$ cat config.mk
export PLATFORM = sky130hd
export DESIGN_NAME = pipelined_carry_adder
export DESIGN_NICKNAME = d
export VERILOG_FILES = /design/src/rtl/pca_pkg.sv /design/src/rtl/pca_segment.sv /design/src/rtl/pipelined_carry_adder.sv
export SDC_FILE = /design/constraint.sdc
export NUM_CORES = 1
export LEC_CHECK = 0
export BUFFER_PORTS_ARGS = -buffer_cell sky130_fd_sc_hd__buf_2
export CAP_MARGIN = 20
export CORE_MARGIN = 1.5
export CORE_UTILIZATION = 52
export DETAILED_ROUTE_END_ITERATION = 10
export PLACE_DENSITY_LB_ADDON = 0.05
export REMOVE_ABC_BUFFERS = 1
export SYNTH_ARGS = -nofsm -noshare
export SYNTH_HDL_FRONTEND = slang
export SYNTH_HIERARCHICAL = 1
export SYNTH_SLANG_ARGS = --single-unit
$ cat constraint.sdc
create_clock -name clk -period 3.55 [get_ports clk]
set_input_delay 0.1775 -clock clk [delete_from_list [all_inputs] [get_ports clk]]
set_output_delay 0.1775 -clock clk [all_outputs]
set_load 0.01 [all_outputs]
$ cat src/rtl/pca_pkg.sv
// Shared constants, stage-count helper and per-stage control struct for pipelined_carry_adder.
// PCA_SUB_EN enables the subtract-mode port on the top module.
package pca_pkg;

  localparam int PCA_WIDTH = 32;
  localparam int PCA_SEG   = 8;

  function automatic int pca_stages(input int width, input int seg);
    return width / seg;
  endfunction

  // Control part of a stage register; operand and sum slices are sized per stage in the top.
  typedef struct packed {
    logic valid;
    logic carry;
    logic c_msb;
  } pca_ctrl_t;

endpackage

$ cat src/rtl/pca_segment.sv
// Combinational SEG-bit ripple adder; also reports the carry into its MSB for overflow.
module pca_segment #(
  parameter int SEG = 8
) (
  input  logic [SEG-1:0] a,
  input  logic [SEG-1:0] b,
  input  logic           ci,
  output logic [SEG-1:0] s,
  output logic           co,
  output logic           c_msb
);

  logic carry;

  always_comb begin
    carry = ci;
    s     = '0;
    c_msb = 1'b0;
    for (int i = 0; i < SEG; i++) begin
      if (i == SEG - 1) c_msb = carry;
      s[i]  = a[i] ^ b[i] ^ carry;
      carry = (a[i] & b[i]) | (carry & (a[i] ^ b[i]));
    end
    co = carry;
  end

endmodule

$ cat src/rtl/pipelined_carry_adder.sv
// Skewed pipelined adder: one SEG-bit ripple segment per stage, carry registered between stages.
// Define PCA_SUB_EN to add the sub port (a + ~b + 1 when sub is high).
module pipelined_carry_adder
  import pca_pkg::*;
#(
  parameter int WIDTH = PCA_WIDTH,
  parameter int SEG   = PCA_SEG
) (
  input  logic             clk,
  input  logic             rst_n,
  input  logic             in_valid,
  output logic             in_ready,
  input  logic [WIDTH-1:0] a,
  input  logic [WIDTH-1:0] b,
  input  logic             ci,
`ifdef PCA_SUB_EN
  input  logic             sub,
`endif
  output logic             out_valid,
  input  logic             out_ready,
  output logic [WIDTH-1:0] o,
  output logic             co,
  output logic             ov
);

  localparam int N = pca_stages(WIDTH, SEG);

  if (WIDTH % SEG != 0) begin : g_bad_width
    $error("pipelined_carry_adder: WIDTH must be a multiple of SEG");
  end

  logic             stall;
  logic [WIDTH-1:0] b_in;
  logic             c_in;

  assign stall    = out_valid && !out_ready;
  assign in_ready = !stall;

`ifdef PCA_SUB_EN
  assign b_in = sub ? ~b : b;
  assign c_in = sub ? 1'b1 : ci;
`else
  assign b_in = b;
  assign c_in = ci;
`endif

  genvar gi;
  for (gi = 0; gi < N; gi++) begin : g_stage
    localparam int PW = WIDTH - (gi + 1) * SEG;  // operand bits still pending after this stage
    localparam int DW = (gi + 1) * SEG;          // sum bits finished by this stage

    logic [SEG-1:0] seg_a, seg_b, seg_s;
    logic           seg_ci, seg_co, seg_cmsb, valid_src;
    logic [DW-1:0]  sum_next;
    logic [DW-1:0]  sum_reg;
    pca_ctrl_t      ctrl_reg;

    if (gi == 0) begin : g_first
      assign seg_a     = a[SEG-1:0];
      assign seg_b     = b_in[SEG-1:0];
      assign seg_ci    = c_in;
      assign valid_src = in_valid;
      assign sum_next  = seg_s;
    end else begin : g_next
      assign seg_a     = g_stage[gi-1].g_pend.a_pend[SEG-1:0];
      assign seg_b     = g_stage[gi-1].g_pend.b_pend[SEG-1:0];
      assign seg_ci    = g_stage[gi-1].ctrl_reg.carry;
      assign valid_src = g_stage[gi-1].ctrl_reg.valid;
      assign sum_next  = {seg_s, g_stage[gi-1].sum_reg};
    end

    pca_segment #(.SEG(SEG)) u_segment (
      .a     (seg_a),
      .b     (seg_b),
      .ci    (seg_ci),
      .s     (seg_s),
      .co    (seg_co),
      .c_msb (seg_cmsb)
    );

    always_ff @(posedge clk or negedge rst_n) begin
      if (!rst_n) begin
        sum_reg  <= '0;
        ctrl_reg <= '0;
      end else if (!stall) begin
        sum_reg  <= sum_next;
        ctrl_reg <= '{valid: valid_src, carry: seg_co, c_msb: seg_cmsb};
      end
    end

    if (gi < N - 1) begin : g_pend
      logic [PW-1:0] a_pend, b_pend, a_pend_next, b_pend_next;

      if (gi == 0) begin : g_src_in
        assign a_pend_next = a[WIDTH-1:SEG];
        assign b_pend_next = b_in[WIDTH-1:SEG];
      end else begin : g_src_prev
        assign a_pend_next = g_stage[gi-1].g_pend.a_pend[PW+SEG-1:SEG];
        assign b_pend_next = g_stage[gi-1].g_pend.b_pend[PW+SEG-1:SEG];
      end

      always_ff @(posedge clk or negedge rst_n) begin
        if (!rst_n) begin
          a_pend <= '0;
          b_pend <= '0;
        end else if (!stall) begin
          a_pend <= a_pend_next;
          b_pend <= b_pend_next;
        end
      end
    end
  end

  assign out_valid = g_stage[N-1].ctrl_reg.valid;
  assign o         = g_stage[N-1].sum_reg;
  assign co        = g_stage[N-1].ctrl_reg.carry;
  assign ov        = g_stage[N-1].ctrl_reg.carry ^ g_stage[N-1].ctrl_reg.c_msb;

endmodule

Word level (Yosys, flattened, before mapping)
Index checks and enable logic that the tools add are counted.
{"block": "word_totals", "in_bits": 69, "word_cells": 183, "regBits": 185, "out_inout_bits": 36}
{"block": "op_classes", "reduce_logical": 3, "bitwise_logic": 161}
{"op": "$xor 1x1->1", "n": 65}
{"op": "$and 1x1->1", "n": 64}
{"op": "$or 1x1->1", "n": 32}
{"op": "$logic_not 1->1", "n": 2}
{"op": "$logic_and 1x1->1", "n": 1}

Logic depth before layout (Yosys ltp)
Gate-level depths: netlist of the first run.
{"block": "logic_depth", "word_depth": 17, "depth_mapped": 13, "depth_no_buf": 13}

Modules after synthesis
Netlist of the first run, hierarchy kept.
{"module": "pipelined_carry_adder", "cells_each": 394, "instances": 1, "seq_area_each_um2": 4629.4, "area_per_inst_um2": 7521.0}
{"module": "pca_segment", "cells_each": 18, "instances": 4, "seq_area_each_um2": 0.0, "area_per_inst_um2": 197.7}

Least setup slack after synthesis of the first run
Ideal clock, no wire load.
{"block": "synth_path", "path_type": "register -> register", "startpoint": "register g_stage[2].g_pend.a_pend[0]", "endpoint": "register g_stage[3].sum_reg[31], in the netlist o[31]", "path_buffers": 0, "arrival_time_ns": 3.443, "required_ns": 3.425, "setup_time_ns": 0.125, "stages_incl_launch_ff": 14, "period_less_slack_ns": 3.567, "path_slack_ns": -0.017, "cell_sequence": "dfrtp_1 > fa_1 > inv_1 > fa_1 > inv_1 > fa_1 > fa_1 > fa_1 > fa_1 > inv_1 > fa_1 > inv_1 > fa_1 > mux2_2"}
{"block": "synth_between", "elab_chain_cells": 16, "elab_cells_between_ends": 17, "classes_between": "bitwise: 17"}
{"item": "start: declaration", "line": "pipelined_carry_adder.sv:92", "rtl": "logic [PW-1:0] a_pend, b_pend, a_pend_next, b_pend_next;"}
{"item": "start signal: assignment", "line": "pipelined_carry_adder.sv:107", "rtl": "a_pend <= a_pend_next;"}
{"item": "$xor 1x1->1", "line": "pca_segment.sv:22", "rtl": "carry = (a[i] & b[i]) | (carry & (a[i] ^ b[i]));"}
{"item": "$and 1x1->1", "line": "pca_segment.sv:22"}
{"item": "$or 1x1->1 *", "line": "pca_segment.sv:22"}
{"item": "$and 1x1->1 *", "line": "pca_segment.sv:22"}
{"item": "$or 1x1->1 *", "line": "pca_segment.sv:22"}
{"item": "$and 1x1->1 *", "line": "pca_segment.sv:22"}
{"item": "$or 1x1->1 *", "line": "pca_segment.sv:22"}
{"item": "$and 1x1->1 *", "line": "pca_segment.sv:22"}
{"item": "[2 not listed]"}
{"item": "$or 1x1->1 *", "line": "pca_segment.sv:22"}
{"item": "$and 1x1->1 *", "line": "pca_segment.sv:22"}
{"item": "$or 1x1->1 *", "line": "pca_segment.sv:22"}
{"item": "$and 1x1->1 *", "line": "pca_segment.sv:22"}
{"item": "$or 1x1->1 *", "line": "pca_segment.sv:22"}
{"item": "net g_stage[3].seg_cmsb", "line": "pipelined_carry_adder.sv:53", "rtl": "logic seg_ci, seg_co, seg_cmsb, valid_src;"}
{"item": "$xor 1x1->1 *", "line": "pca_segment.sv:21", "rtl": "s[i] = a[i] ^ b[i] ^ carry;"}
{"item": "net g_stage[3].seg_s[7]", "line": "pipelined_carry_adder.sv:52", "rtl": "logic [SEG-1:0] seg_a, seg_b, seg_s;"}
{"item": "end signal: assignment", "line": "pipelined_carry_adder.sv:86", "rtl": "sum_reg <= sum_next;"}
{"item": "end: declaration", "line": "pipelined_carry_adder.sv:55", "rtl": "logic [DW-1:0] sum_reg;"}
The timed path passes the listed nets; every way through them passes the cells marked *.
A chain may end at the register's enable or synchronous reset.

Worst setup path in the final report of the first run
{"block": "layout_path", "startpoint": "register g_stage[0].g_pend.a_pend[0]", "endpoint": "register g_stage[1].sum_reg[15]"}
{"block": "layout_between", "elab_chain_cells": 16, "elab_cells_between_ends": 17, "classes_between": "bitwise: 17"}
{"item": "start: declaration", "line": "pipelined_carry_adder.sv:92"}
{"item": "start signal: assignment", "line": "pipelined_carry_adder.sv:107"}
{"item": "$xor 1x1->1", "line": "pca_segment.sv:22"}
{"item": "$and 1x1->1", "line": "pca_segment.sv:22"}
{"item": "$or 1x1->1 *", "line": "pca_segment.sv:22"}
{"item": "$and 1x1->1 *", "line": "pca_segment.sv:22"}
{"item": "$or 1x1->1 *", "line": "pca_segment.sv:22"}
{"item": "$and 1x1->1 *", "line": "pca_segment.sv:22"}
{"item": "$or 1x1->1 *", "line": "pca_segment.sv:22"}
{"item": "$and 1x1->1 *", "line": "pca_segment.sv:22"}
{"item": "[2 not listed]"}
{"item": "$or 1x1->1 *", "line": "pca_segment.sv:22"}
{"item": "$and 1x1->1 *", "line": "pca_segment.sv:22"}
{"item": "$or 1x1->1 *", "line": "pca_segment.sv:22"}
{"item": "$and 1x1->1 *", "line": "pca_segment.sv:22"}
{"item": "$or 1x1->1 *", "line": "pca_segment.sv:22"}
{"item": "net g_stage[1].seg_cmsb", "line": "pipelined_carry_adder.sv:53"}
{"item": "$xor 1x1->1 *", "line": "pca_segment.sv:21"}
{"item": "net g_stage[1].seg_s[7]", "line": "pipelined_carry_adder.sv:52"}
{"item": "end signal: assignment", "line": "pipelined_carry_adder.sv:86"}
{"item": "end: declaration", "line": "pipelined_carry_adder.sv:55"}
Marks and branches as above.

==> results of run 1 <==
-- power by group --
group	internal, mW	switching, mW	total (mW)
Sequential	3.04	0.578	3.62
Clock	1.06	0.812	1.87
Combinational	2.21	1.19	3.40
Total	6.31	2.58	8.89
-- metal layers --
metal  up-vias  part of all wire [%]  routed length (µm)  track usage, %
li1       1877                     -                   -               -
met1      2054                    48                6240            24.3
met2        63                    47                6070            25.6
met3        13                   3.2                 407            4.54
met4         0                   1.3                 173            5.88
met5         -                     0                   0               0
-- cells in the mapped netlist --
master and number:
mux2_2 34, mux2_4 150, buf_6 17, nand2b_1 1
inv_1 41, nor2b_4 1, buf_2 2, buf_4 1
fa_1 32, dfrtp_1 185, xor2_1 1, buf_8 1
-- worst paths after layout --
| kind | endpoint | slack, ns | startpoint | depth (start not counted) |
|---|---|---|---|---|
| setup / recovery | g_stage[1].sum_reg[15] | 0.03 | g_stage[0].g_pend.a_pend[0] | 13 |
| hold / removal | g_stage[0].sum_reg[3] | 0.16 | b[3] | 3 |
| setup reg to reg | g_stage[1].sum_reg[15] | 0.03 | g_stage[0].g_pend.a_pend[0] | 13 |
| hold reg to reg | out_valid | 0.49 | g_stage[3].valid_src | 1 |
| max in group asynchronous | g_stage[0].g_pend.a_pend[19] | 2.22 | rst_n | 3 |
| min in group asynchronous | g_stage[1].g_pend.b_pend[9] | 0.45 | rst_n | 2 |
-- layout make-up --
cell class | count | area, µm²
multi-input combinational | 219 | 3370
timing repair buffer | 164 | 1140
clock buffer | 19 | 443
tap | 216 | 270
sequential | 185 | 4630
inverter | 41 | 154
clock inverter | 13 | 145
fill | 1195 | 5620
-- cells by family after synthesis --
group / after synthesis
buf+inv: 62
simple gates: 2
mux: 184
flops: 185
fa+ha+maj: 32
xor+xnor: 1
-- through the flow --
step	hold slack [ns]	power, mW	utilization, %	instances	area, µm²
finish	0.157	8.89	64.4	857	10200
global route	0.150	9.52	64.4	857	10200
CTS	0.140	9.00	64.3	857	10100
detailed placement	0.377	6.93	57.0	774	8990
global placement	0.354	6.83	57.0	774	8990
floorplan	-0.118	6.25	-	445	8090
-- worst min-delay path, stage by stage --
cell and delay, ns:
buf_2 0.09, fa_1 0.14, mux2_2 0.13
-- repair_timing --
action,in CTS,in global routing
endpoints found under the setup margin,6,6
resized for setup,24,9
pin swaps,6,6
hold endpoints to repair,161,0
buffers inserted,1,0
hold buffers,50,0
==> results.tsv, run 1 <==
stage	metric	value	unit
critical_path	slowest stage delay, CP	0.40	ns
clock_tree	Worst-Skew Late Latency	0.42	ns
floorplanning	FP Rows	46	
logic_synthesis	Post-Syn Area	8310	µm²
logic_synthesis	Post-Synth Adder-Cell Area	7.71	%
finish	most common cell after layout, fill and taps aside	dfrtp_1	
floorplanning	Top-Level Pins	105	
floorplanning	core outline area	15800	µm²
finish	area grow syn2layout	22.1	%
grt	vias in the first global route	4304	
sta	worst-margin pin slew	0.895	ns
critical_path	Max FO, Critical Path	2	
logic_synthesis	Area contributors post-synth	dfrtp_1, mux2_4, fa_1	
floorplanning	Die ar.	16800	µm²
placement	HPWL after DPL	8100	µm
routing	vias post-DR	4007	
sta	max_slew headroom	40.3	%
routing	# DRC	0	
critical_path	cell mode on critical path	fa_2	
sta	Pins Over Slew Limit	0	
critical_path	critical path arrival	3.82	ns
placement	GP Congestion	0.719	
clock_tree	H-tree Lvls	4	
routing	WL final	12900	µm
logic_synthesis	Avg Inst Size Synth	17.8	µm²
sta	Setup Viol. Count Final	0	
critical_path	critical-path cell list	fa_2 > inv_2 > fa_2 > inv_2 > fa_2 > fa_2 > fa_2 > fa_2 > inv_2 > fa_2 > inv_2 > fa_2 > mux2_4	
critical_path	slowest CP cell	dfrtp_1	
clock_tree	clock root cell	clkbuf_16	
grt	antenna violations before repair	0	
critical_path	Worst Setup Start Kind	flop	
logic_synthesis	top cell type's share of synthesized area	55.7	%
logic_synthesis	#FFs+latches synth	185	
routing	via/cell ratio	4.68	
placement	Buffers on Ports	104	
logic_synthesis	count of cell types in the netlist	12	
run	max_cap viols	0	
sta	fmax	284	MHz
routing	drt wl/cell	15.0	µm
finish	final net count	729	
critical_path	crit path capture type	flop	
routing	DRT iter0 DRCs	183	
floorplanning	Die Y	129	µm
sta	Setup TNS	0	ns
critical_path	Worst Path Required	3.85	ns
logic_synthesis	Syn Inst Count	466	
logic_synthesis	mux cell area share after synthesis	31.7	%
grt	pin count of the biggest net entering global routing	115	
placement	Post-Place Setup Slack	-0.230	ns
clock_tree	clk sinks	185	
power_and_ir_drop	P per Cell Area	876	nW/µm²
finish	most frequent cells in the layout	dfrtp_1, mux2_4, buf_2, dlygate4sd3_1	
grt	remaining global-route overflow	0	
logic_synthesis	Post-Synth XOR/XNOR Area	0.105	%
routing	first-pass detailed-route iteration total	4	
critical_path	Top Family by Delay on Critical Path	adder cells	
sta	Tcrit/Tclk final	99.1	%
logic_synthesis	Yosys top cell by area	dfrtp_1	
power_and_ir_drop	leakage	4.84	nW
sta	setup ws final	0.0311	ns
sta	Period minus WS final	3.52	ns
logic_synthesis	Seq/Total Area, Yosys	55.7	%
logic_synthesis	largest family of logic cells by synthesized area	multiplexers	
routing	Final ANT Viol Nets	0	
grt	GRT Total Usage	17.0	%
sta	Hold Vio Cnt, Final	0	
grt	first-pass GRT wire length	21800	µm
clock_tree	clock buffer depth	2	
finish	layout cells sized above 1	56.3	%
floorplanning	Starting Density	52.7	%
logic_synthesis	Synth Area in Compound Gates	0	%
clock_tree	CTS buffer count	17	
logic_synthesis	Post-Synth Simple-Gate Area	0.241	%
critical_path	Buf+Inv Stages, Crit Path	4	
floorplanning	Die Wd	129	µm
logic_synthesis	yosys warns	6	
sta	RSZ-0062 raised after global routing	yes	
clock_tree	CTS tree	built	
min_path	Hold Crit Class	in -> reg	
power_and_ir_drop	maximum VDD drop	0.478	mV
critical_path	crit path kind	reg -> reg	
finish	Ant. Diodes	0	
sta	Layout Skew	0.00699	ns
status	run status	complete, no violations	
clock_tree	Worst-path clk slew	0.07	ns
Note: power is estimated with default switching activity, not from simulation.
==> run 2: changes to the inputs <==
Settings changed: ABC_CLOCK_PERIOD_IN_PS set to 3550, SYNTH_HIERARCHICAL 1 to not set.
==> run 2 against run 1 <==
Effect of this change:
- the flow now finishes with violations (negative setup slack)
- via count up 2.4%
- register-to-register slack worse by 0.06 ns
- critical path depth unchanged
- sequential share of layout area up 1.2 points
- core utilization up 0.63 points
- die area down 2.3%
- largest cell class unchanged
==> results.tsv, run 2 <==
stage	metric	value	unit	change
min_path	Hold Path Origin	b[15]		
sta	max_slew headroom	46.8	%	+6.5 points
floorplanning	Die Y	128	µm	-1.2%
grt	GRT Total Usage	17.4	%	+0.37 points
routing	first-pass detailed-route iteration total	4		unchanged
placement	Buffers on Ports	104		unchanged
routing	Final ANT Viol Nets	0		unchanged
routing	WL final	13000	µm	+0.70%
placement	HPWL after DPL	8150	µm	+0.68%
sta	Hold Vio Cnt, Final	0		unchanged
routing	drt wl/cell	15.7	µm	+4.5%
min_path	Hold Crit Class	in -> reg		
clock_tree	H-tree Lvls	4		unchanged
finish	most common cell after layout, fill and taps aside	dfrtp_1		
critical_path	cells on worst reg2reg path	13		unchanged
grt	first-pass GRT wire length	22000	µm	+0.95%
grt	pin count of the biggest net entering global routing	103		-10%
critical_path	reg2reg end	o[31]		
finish	area grow syn2layout	21.8	%	
floorplanning	core outline area	15200	µm²	-3.6%
logic_synthesis	count of cell types in the netlist	17		+5
logic_synthesis	mux cell area share after synthesis	28.6	%	-3.1 points
finish	Core Util, Final	65.0	%	+0.63 points
sta	WHS	0.0480	ns	-0.109 ns
critical_path	Max FO, Critical Path	2		unchanged
clock_tree	Worst-path clk slew	0.07	ns	about the same
placement	GP Congestion	0.712		-1.0%
clock_tree	CTS tree	built		
grt	vias in the first global route	4478		+4.0%
critical_path	Worst Setup Start Kind	flop		
critical_path	Worst Setup SP	g_stage[2].g_pend.b_pend[0]		
sta	Setup TNS	-0.0328	ns	-0.0328 ns
critical_path	crit path kind	reg -> reg		
critical_path	Reg-to-Reg Start	g_stage[2].g_pend.b_pend[0]		
logic_synthesis	Area contributors post-synth	dfrtp_1, mux2_4, mux2_2		
sta	worst-margin pin slew	0.798	ns	-0.0969 ns
grt	antenna violations before repair	0		unchanged
clock_tree	clock root cell	clkbuf_16		
critical_path	reg-to-reg slack, setup	-0.03	ns	-0.06 ns
sta	Tcrit/Tclk final	101	%	+1.8 points
power_and_ir_drop	leakage	4.56	nW	-5.8%
critical_path	critical path arrival	3.89	ns	+0.07 ns
logic_synthesis	yosys warns	0		-6
logic_synthesis	top cell type's share of synthesized area	57.0	%	+1.3 points
critical_path	crit path capture type	flop		
finish	Ant. Diodes	0		unchanged
routing	vias post-DR	4102		+2.4%
clock_tree	clk sinks	185		unchanged
logic_synthesis	Synth Area in Compound Gates	0.678	%	+0.68 points
routing	DRT iter0 DRCs	178		-2.7%
logic_synthesis	Post-synth top cells	dfrtp_1, mux2_4, mux2_2		
sta	fmax	279	MHz	-1.8%
logic_synthesis	#FFs+latches synth	185		unchanged
power_and_ir_drop	P per Cell Area	867	nW/µm²	-1.0%
logic_synthesis	count leader, synth	dfrtp_1		
sta	Period minus WS final	3.58	ns	+0.0639 ns
clock_tree	clock buffer depth	2		unchanged
status	run status	finished with violations		
clock_tree	Worst-Skew Late Latency	0.42	ns	about the same
grt	remaining global-route overflow	0		unchanged
logic_synthesis	main flop type after synthesis	dfrtp_1		
logic_synthesis	Post-Synth XOR/XNOR Area	0.108	%	+0.0026 points
logic_synthesis	FFs w/ async S/R, synth	100	%	unchanged
routing	# DRC	0		unchanged
logic_synthesis	Avg Inst Size Synth	17.4	µm²	-2.6%
logic_synthesis	Post-Synth Adder-Cell Area	7.89	%	+0.19 points
finish	most frequent cells in the layout	dfrtp_1, buf_2, mux2_4, mux2_2, dlygate4sd3_1		
logic_synthesis	largest family of logic cells by synthesized area	multiplexers		
logic_synthesis	Seq/Total Area, Yosys	57.0	%	+1.3 points
critical_path	Critical Path End	o[31]		
routing	via/cell ratio	4.97		+6.2%
logic_synthesis	Syn Inst Count	467		+0.21%
logic_synthesis	count of flip-flops with a built-in enable after synthesis	0		unchanged
floorplanning	Die Wd	128	µm	-1.2%
logic_synthesis	Yosys top cell by area	dfrtp_1		
sta	Pins Over Slew Limit	0		unchanged
floorplanning	FP Rows	45		-2.2%
power_and_ir_drop	maximum VDD drop	0.567	mV	+19%
run	max_cap viols	0		unchanged
sta	Setup Viol. Count Final	1		+1
finish	final net count	727		-0.27%
clock_tree	CTS buffer count	17		unchanged
finish	layout cells sized above 1	53.6	%	-2.7 points
finish	# fillers	1125		-5.9%
status	violated checks	negative setup slack		
floorplanning	Die ar.	16400	µm²	-2.3%
power_and_ir_drop	Power, Total	8.57	mW	-3.6%
critical_path	Worst Path Required	3.86	ns	about the same
sta	setup ws final	-0.0328	ns	-0.0639 ns
floorplanning	Top-Level Pins	105		unchanged
logic_synthesis	Post-Syn Area	8120	µm²	-2.4%
floorplanning	Starting Density	53.4	%	+0.68 points
sta	Layout Skew	0.00788	ns	+0.000895 ns
sta	RSZ-0062 raised after global routing	yes		
logic_synthesis	Post-Synth Simple-Gate Area	1.17	%	+0.93 points
[run 2: cell types whose count changed in the layout (fill, tap and decap cells not counted), sizes merged, moves of 2 or more]
| cell | previous run | this run |
|---|---|---|
| a21oi | 0 | 11 |
| nor3b | 0 | 11 |
| mux2 | 184 | 173 |
| clkinvlp | 6 | 4 |
| inv | 43 | 34 |
[run 2: power by group]
group	switching, mW	internal (mW)	leakage (nW)
Clock	0.800	1.11	0.280
Combinational	1.14	1.92	2.14
Sequential	0.557	3.04	2.15
[run 2: worst min path at each step]
stage                                  end  depth (start not counted)
4_1_cts        g_stage[0].g_pend.b_pend[8]                          2
6_report       g_stage[0].g_pend.b_pend[7]                          2
3_3_place_gp                          o[2]                          1
3_5_place_dp                          o[2]                          1
5_1_grt        g_stage[0].g_pend.b_pend[7]                          2
2_1_floorplan                           co                          0
[run 2: cell families after synthesis]
logic type                 count (synthesis)
adders and majority gates                 32
and+or+nand+nor                           13
DFF                                      185
muxes                                    173
xor gates and xnor gates                   1
AOI/OAI and AO/OA                         11
buffers and inverters                     52
[run 2: area by class of cell]
| cell class | count | area, µm² | area share [%] |
|---|---|---|---|
| clock buffer | 18 | 429 | 4.34 |
| clock inverter | 13 | 169 | 1.71 |
| inverter | 30 | 115 | 1.16 |
| multi-input combinational | 230 | 3180 | 32.2 |
| sequential | 185 | 4630 | 46.9 |
| tap | 188 | 235 | 2.38 |
| timing repair buffer | 162 | 1120 | 11.4 |
[run 2: timing repair]
action                                  4_1_cts  5_1_grt
pin swaps                                     3        3
hold endpoints to repair                    147        1
endpoints found under the setup margin        4        4
resized for setup                            20        5
buffers inserted                              1        1
hold buffers                                 48        1
[run 2: worst max-delay path, stage by stage (launching register included)]
cell	delay (ns)
dfrtp_1	0.40
fa_2	0.39
inv_2	0.06
fa_2	0.18
inv_2	0.04
fa_2	0.34
fa_2	0.37
fa_2	0.36
fa_2	0.35
inv_2	0.06
fa_2	0.18
inv_2	0.04
fa_2	0.44
mux2_4	0.27
[run 2: metrics by stage]
stage / setup slack [ns] / instance area [µm²] / instances
after floorplan: -8.83 / 7870 / 445
after global placement: -0.229 / 8730 / 744
after detailed placement: -0.264 / 8730 / 744
after CTS: -0.0955 / 9860 / 824
after global routing: -0.126 / 9880 / 826
final: -0.0328 / 9880 / 826
[run 2: routing by layer]
layer	up-vias	GRT usage, %	part of all wire [%]
met3	6	4.92	3.7
li1	1907	-	-
met1	2127	22.9	46
met2	62	28.5	50
met5	-	0	0
met4	0	4.96	0.84
